$ cat src/rtl/sramlike_arbiter.sv
// sramlike_arbiter: shares one sram_like master port between the ibus and dbus,
// routing in-order data_ok responses back through a 1-bit owner FIFO.
module sramlike_arbiter #(
    parameter int MAX_OUTSTANDING = 2
) (
    input  logic        clock,
    input  logic        reset,
    input  logic        inst_req,
    input  logic        inst_wr,
    input  logic        inst_cache,
    input  logic [1:0]  inst_size,
    input  logic [31:0] inst_addr,
    input  logic [31:0] inst_wdata,
    output logic [31:0] inst_rdata,
    output logic        inst_addr_ok,
    output logic        inst_data_ok,
    input  logic        data_req,
    input  logic        data_wr,
    input  logic        data_cache,
    input  logic [1:0]  data_size,
    input  logic [31:0] data_addr,
    input  logic [31:0] data_wdata,
    output logic [31:0] data_rdata,
    output logic        data_addr_ok,
    output logic        data_data_ok,
    output logic        m_req,
    output logic        m_wr,
    output logic        m_cache,
    output logic [1:0]  m_size,
    output logic [31:0] m_addr,
    output logic [31:0] m_wdata,
    input  logic [31:0] m_rdata,
    input  logic        m_addr_ok,
    input  logic        m_data_ok
);
    localparam int PW = MAX_OUTSTANDING > 1 ? $clog2(MAX_OUTSTANDING) : 1;
    localparam int CW = $clog2(MAX_OUTSTANDING) + 1;

    typedef enum logic [1:0] {IDLE, GRANT_I, GRANT_D} state_t;

    state_t                     state_q, state_d;
    logic                       last_grant_q, last_grant_d;
    logic [MAX_OUTSTANDING-1:0] owner_q, owner_d;
    logic [PW-1:0]              rd_ptr_q, rd_ptr_d, wr_ptr_q, wr_ptr_d;
    logic [CW-1:0]              count_q, count_d;
    logic                       gi, gd, push, pop, full, head;

    // Owner and last_grant encode inst as 0 and data as 1.
    always_comb begin
        gi           = state_q == GRANT_I;
        gd           = state_q == GRANT_D;
        m_req        = gi ? inst_req   : gd & data_req;
        m_wr         = gi ? inst_wr    : gd & data_wr;
        m_cache      = gi ? inst_cache : gd & data_cache;
        m_size       = gi ? inst_size  : gd ? data_size  : 2'b0;
        m_addr       = gi ? inst_addr  : gd ? data_addr  : 32'b0;
        m_wdata      = gi ? inst_wdata : gd ? data_wdata : 32'b0;
        inst_addr_ok = gi & m_addr_ok;
        data_addr_ok = gd & m_addr_ok;
        push         = m_req & m_addr_ok;
        pop          = m_data_ok & (count_q != '0);
        full         = count_q == CW'(MAX_OUTSTANDING);
        head         = owner_q[rd_ptr_q];
        inst_data_ok = pop & ~head;
        data_data_ok = pop & head;
        inst_rdata   = m_rdata;
        data_rdata   = m_rdata;
        owner_d      = owner_q;
        if (push)
            owner_d[wr_ptr_q] = gd;
        wr_ptr_d     = !push ? wr_ptr_q : wr_ptr_q == PW'(MAX_OUTSTANDING - 1) ? '0 : wr_ptr_q + 1'b1;
        rd_ptr_d     = !pop  ? rd_ptr_q : rd_ptr_q == PW'(MAX_OUTSTANDING - 1) ? '0 : rd_ptr_q + 1'b1;
        count_d      = count_q + CW'(push) - CW'(pop);
        last_grant_d = push ? gd : last_grant_q;
        state_d      = state_q;
        // A pop this cycle frees a slot in time for the IDLE decision.
        if (state_q == IDLE) begin
            if (!full || pop)
                state_d = (inst_req && data_req) ? (last_grant_q ? GRANT_I : GRANT_D) :
                          inst_req ? GRANT_I : data_req ? GRANT_D : IDLE;
        end else if (push || (gi && !inst_req) || (gd && !data_req)) begin
            state_d = IDLE;
        end
    end

    always_ff @(posedge clock or posedge reset) begin
        if (reset) begin
            state_q      <= IDLE;
            last_grant_q <= 1'b0;
            owner_q      <= '0;
            rd_ptr_q     <= '0;
            wr_ptr_q     <= '0;
            count_q      <= '0;
        end else begin
            state_q      <= state_d;
            last_grant_q <= last_grant_d;
            owner_q      <= owner_d;
            rd_ptr_q     <= rd_ptr_d;
            wr_ptr_q     <= wr_ptr_d;
            count_q      <= count_d;
        end
    end
endmodule

$ cat config.mk
export PLATFORM = sky130hd
export DESIGN_NAME = sramlike_arbiter
export DESIGN_NICKNAME = d
export VERILOG_FILES = /design/src/rtl/sramlike_arbiter.sv
export SDC_FILE = /design/constraint.sdc
export NUM_CORES = 1
export LEC_CHECK = 0
export ABC_CLOCK_PERIOD_IN_PS = 2400
export BUFFER_PORTS_ARGS = -buffer_cell sky130_fd_sc_hd__buf_2
export CAP_MARGIN = 15
export CORE_AREA = 3 3 121 123
export CTS_BUF_LIST = sky130_fd_sc_hd__clkbuf_16
export CTS_CLUSTER_SIZE = 12
export DETAILED_ROUTE_END_ITERATION = 7
export DIE_AREA = 0 0 124 126
export GPL_TIMING_DRIVEN = 0
export PLACE_DENSITY = 0.45
export REMOVE_ABC_BUFFERS = 1
export SETUP_SLACK_MARGIN = 0.4
export SLEW_MARGIN = 5
export SYNTH_ARGS = -nofsm -noshare
export SYNTH_HDL_FRONTEND = slang
export SYNTH_SLANG_ARGS = --single-unit
export TNS_END_PERCENT = 10
$ cat constraint.sdc
create_clock -name clock -period 2.4 [get_ports clock]
set_clock_uncertainty 0.2 [all_clocks]
set_input_delay 0.24 -clock clock [delete_from_list [all_inputs] [get_ports clock]]
set_output_delay 0.24 -clock clock [all_outputs]
set_load 0.005 [all_outputs]
==> results by group <==
Routing
  • Met3 WL: 1.88 mm
  • Iter 0 DRT Violations: 81
  • Drt drc: 0
  • Final wirelength: 11.0 mm
  • Top Metal Used: met5
  • Per-cell routed wire length: 20.0 um
  • WL met1: 4.46 mm
  • Routed wl met2: 4.44 mm
  • Post-DRT Antenna Nets: 0
  • Initial DRT Pass Iterations: 4
  • Vias/cell: 4.15
  • Via count: 2278

Global route
  • Vias in the first global route: 2073
  • GRT overflow: 0
  • First-pass GRT wire length: 13.3 mm
  • Largest net degree at the start of global routing: 25
  • Global Route Usage Sum: 11.7%
  • Initial antenna violation count: 0

Worst setup path
  • RR Endpoint: count_q[1]$_DFF_PP0_
  • Worst Path Required: 1.96 ns
  • Depth of the most critical reg-to-reg path: 8
  • CP Launch Type: flop
  • Worst path max stage delay: 0.45 ns
  • Critical-path top delay cell: dfrtp_2
  • Worst R2R Setup Slack: 0.43 ns
  • CP endpoint kind: output pin
  • Max FO, Critical Path: 6
  • Crit path kind: flop to output pin
  • Cells along the critical path: buf_6 > nor2b_4 > buf_12 > buf_12 > clkbuf_16 > a22o_1 > buf_2
  • Critical R2R Launch: state_q[0]$_DFFE_PP0P_
  • CP most frequent cell: buf_12
  • Data arrival, critical path: 1.59 ns

Timing
  • Fin. Hold Viols: 0
  • Crit path time final: 2.03 ns
  • Fin crit share: 84.6%
  • Fmax: 492 MHz
  • RSZ-0062 raised after global routing: yes
  • Setup violators final: 0
  • Slew Limit Fails: 0
  • Slew HR: 75.1%
  • Tightest Pin Transition: 0.373 ns

Cells and area
  • Nets@finish: 546
  • Layout area overhead: 73.2%
  • Antenna Cells: 0
  • Fillers: 1530
  • Non-filler cells in the finished layout: 549
  • Layout cell share with drive strength beyond 1: 69.1%

Power and ir drop
  • Maximum VDD drop: 522 uV
  • PwrDens: 1090 nW/um^2
  • Static Leak: 1.68 nW
  • Final Power: 3.19 mW

Run
  • Max Cap Violations: 0

Min path
  • Hold endpoint: state_q[1]$_DFFE_PP0P_
  • Worst Hold Depth: 3
  • Min-delay src: data_req
  • HP Class: input pin to flop

CTS
  • Clock buffer depth: 2
  • Clock sink count: 9
  • CTS tree: built
  • CTS clk-pin slew, worst paths: 0.04 ns
  • Clock latency on the worst-skew pair: 0.24 ns
  • Htree depth: 1
  • TritonCTS Buffers: 3
  • Root Buffer: clkbuf_16

Synthesis
  • Sequential area share after synthesis: 13.3%
  • Syn_area_per_cell: 8.41 sq um
  • Post-Syn Instances: 202
  • Post-Syn Area: 1700 sq um
  • Yosys warns: 0
  • Distinct cells, synth: 24
  • Register bit total from synthesis: 9

Floorplanning
  • Die width: 124 um
  • Core area: 13800 sq um
  • Num rows: 43
  • DIE AREA: 15600 sq um
  • Initial core utilization: 12.3%
  • Num ports: 311
  • DIE HEIGHT: 126 um

Placement
  • Placed cells: 518
  • HPWL Detailed: 8.14 mm
  • GP Congestion: 0.750
  • Port Buf Inserts: 214

Outcome
  • Status: completed
==> final cells by class <==
type / count / area, sq um / area share (%)
multi-input combinational: 109 / 923 / 31.4
clock buffer: 3 / 75.1 / 2.55
tap: 180 / 225 / 7.66
inverter: 5 / 18.8 / 0.638
sequential: 9 / 228 / 7.74
timing repair buffer: 242 / 1470 / 49.9
clock inverter: 1 / 3.75 / 0.128
==> power by group <==
group          switching [mW]  internal, mW
Combinational            1.11          1.48
Sequential             0.0818         0.228
Clock                  0.0755         0.218
==> metrics by stage <==
stage | hold WS [ns] | worst slack (ns) | setup TNS, ns | cell area, sq um | utilization, %
final | 0.0888 | 0.369 | 0 | 2940 | 21.3
after global routing | 0.117 | 0.302 | 0 | 2940 | 21.3
after CTS | 0.0801 | 0.358 | 0 | 2770 | 20.1
after detailed placement | 0.0309 | 0.0976 | 0 | 2490 | 18.1
after global placement | 0.0222 | -2.77 | -190.25 | 2400 | 17.4
after floorplan | -0.132 | -1.24 | -87.26 | 1100 | -
==> placed cells by master (no fill, tap or decap) <==
cell,instances
inv_2,1
clkbuf_16,7
inv_1,5
buf_2,214
xor2_1,1
nor2b_1,3
dlygate4sd3_1,1
and2_1,1
a21boi_2,1
o21ai_0,6
buf_6,4
mux2_1,1
xnor2_1,2
nor2b_4,4
o21ai_1,1
dfrtp_2,2
a22o_1,68
buf_4,12
a21oi_1,2
a31oi_1,1
buf_8,1
mux2i_1,1
nand2b_1,1
ha_4,1
nand2_1,5
buf_12,4
ha_1,1
nor2_1,2
a211o_1,1
xnor2_2,1
dfrtp_1,7
and3b_1,1
buf_16,2
nand3b_1,3
mux2_2,1
==> sequential cells by signal, indices dropped and copies added, names as in the netlist <==
register,flops
wr_ptr_q,1
state_q,2
rd_ptr_q,1
count_q,2
last_grant_q,1
owner_q,2
==> synth_stat cells, drive strengths merged <==
| cell type | n | area, sq um |
|---|---|---|
| buf | 81 | 597 |
| a22o | 68 | 596 |
| dfrtp | 9 | 225 |
| o21ai | 7 | 35.0 |
| inv | 5 | 18.8 |
| nand2 | 5 | 18.8 |
| nor2b | 5 | 31.3 |
| nand3b | 3 | 22.5 |
| xnor2 | 3 | 26.3 |
| a21oi | 2 | 10.0 |
| ha | 2 | 25.0 |
| mux2 | 2 | 22.5 |
| nor2 | 2 | 7.51 |
| a211o | 1 | 8.76 |
| a21boi | 1 | 7.51 |
| a31oi | 1 | 6.26 |
| and2 | 1 | 6.26 |
| and3b | 1 | 8.76 |
| mux2i | 1 | 10.0 |
| nand2b | 1 | 6.26 |
| xor2 | 1 | 8.76 |
==> layer usage <==
metal,vias to the layer above,global-route usage [%]
met3,6,8.04
met5,-,7.89
met4,4,1.29
li1,1019,-
met2,202,16.3
met1,1047,14.7
==> cell families (layout without fill, tap and decap cells) <==
logic type / Yosys count / count (layout) / synth area share (%)
simple gates: 18 / 20 / 5.97
fa+ha+maj: 2 / 2 / 1.47
xor+xnor: 4 / 4 / 2.06
mux: 3 / 3 / 1.92
buf+inv: 86 / 251 / 36.3
compound gates: 80 / 80 / 39.1
flops: 9 / 9 / 13.3
==> worst max path at each step <==
stage / from / end / slack, ns / depth (start not counted)
after floorplan: state_q[1]$_DFFE_PP0P_ / m_addr[0] / -1.24 / 2
after detailed placement: state_q[1]$_DFFE_PP0P_ / m_wdata[9] / 0.1 / 4
final: state_q[0]$_DFFE_PP0P_ / m_wdata[17] / 0.37 / 7
after global placement: state_q[1]$_DFFE_PP0P_ / m_addr[15] / -2.77 / 3
after global routing: state_q[0]$_DFFE_PP0P_ / count_q[1]$_DFF_PP0_ / 0.30 / 9
after CTS: state_q[0]$_DFFE_PP0P_ / m_wdata[17] / 0.36 / 6
==> worst max-delay path: cells and delay by family, from the launching register on <==
family / cells / cell delay, ns
buffers and inverters: 5 / 0.63
DFF: 1 / 0.45
and+or+nand+nor: 1 / 0.12
AOI/OAI and AO/OA: 1 / 0.13
==> repair_timing <==
| action | CTS | global route |
|---|---|---|
| hold buffers | 1 | 0 |
| setup endpoints to repair | 70 | 68 |
| pin swaps | 0 | 9 |
| buffers inserted | 15 | 3 |
| gates cloned | 3 | 5 |
| endpoints found under the hold margin | 9 | 0 |
| resized for setup | 7 | 11 |
Note: power is estimated with default switching activity, not from simulation.
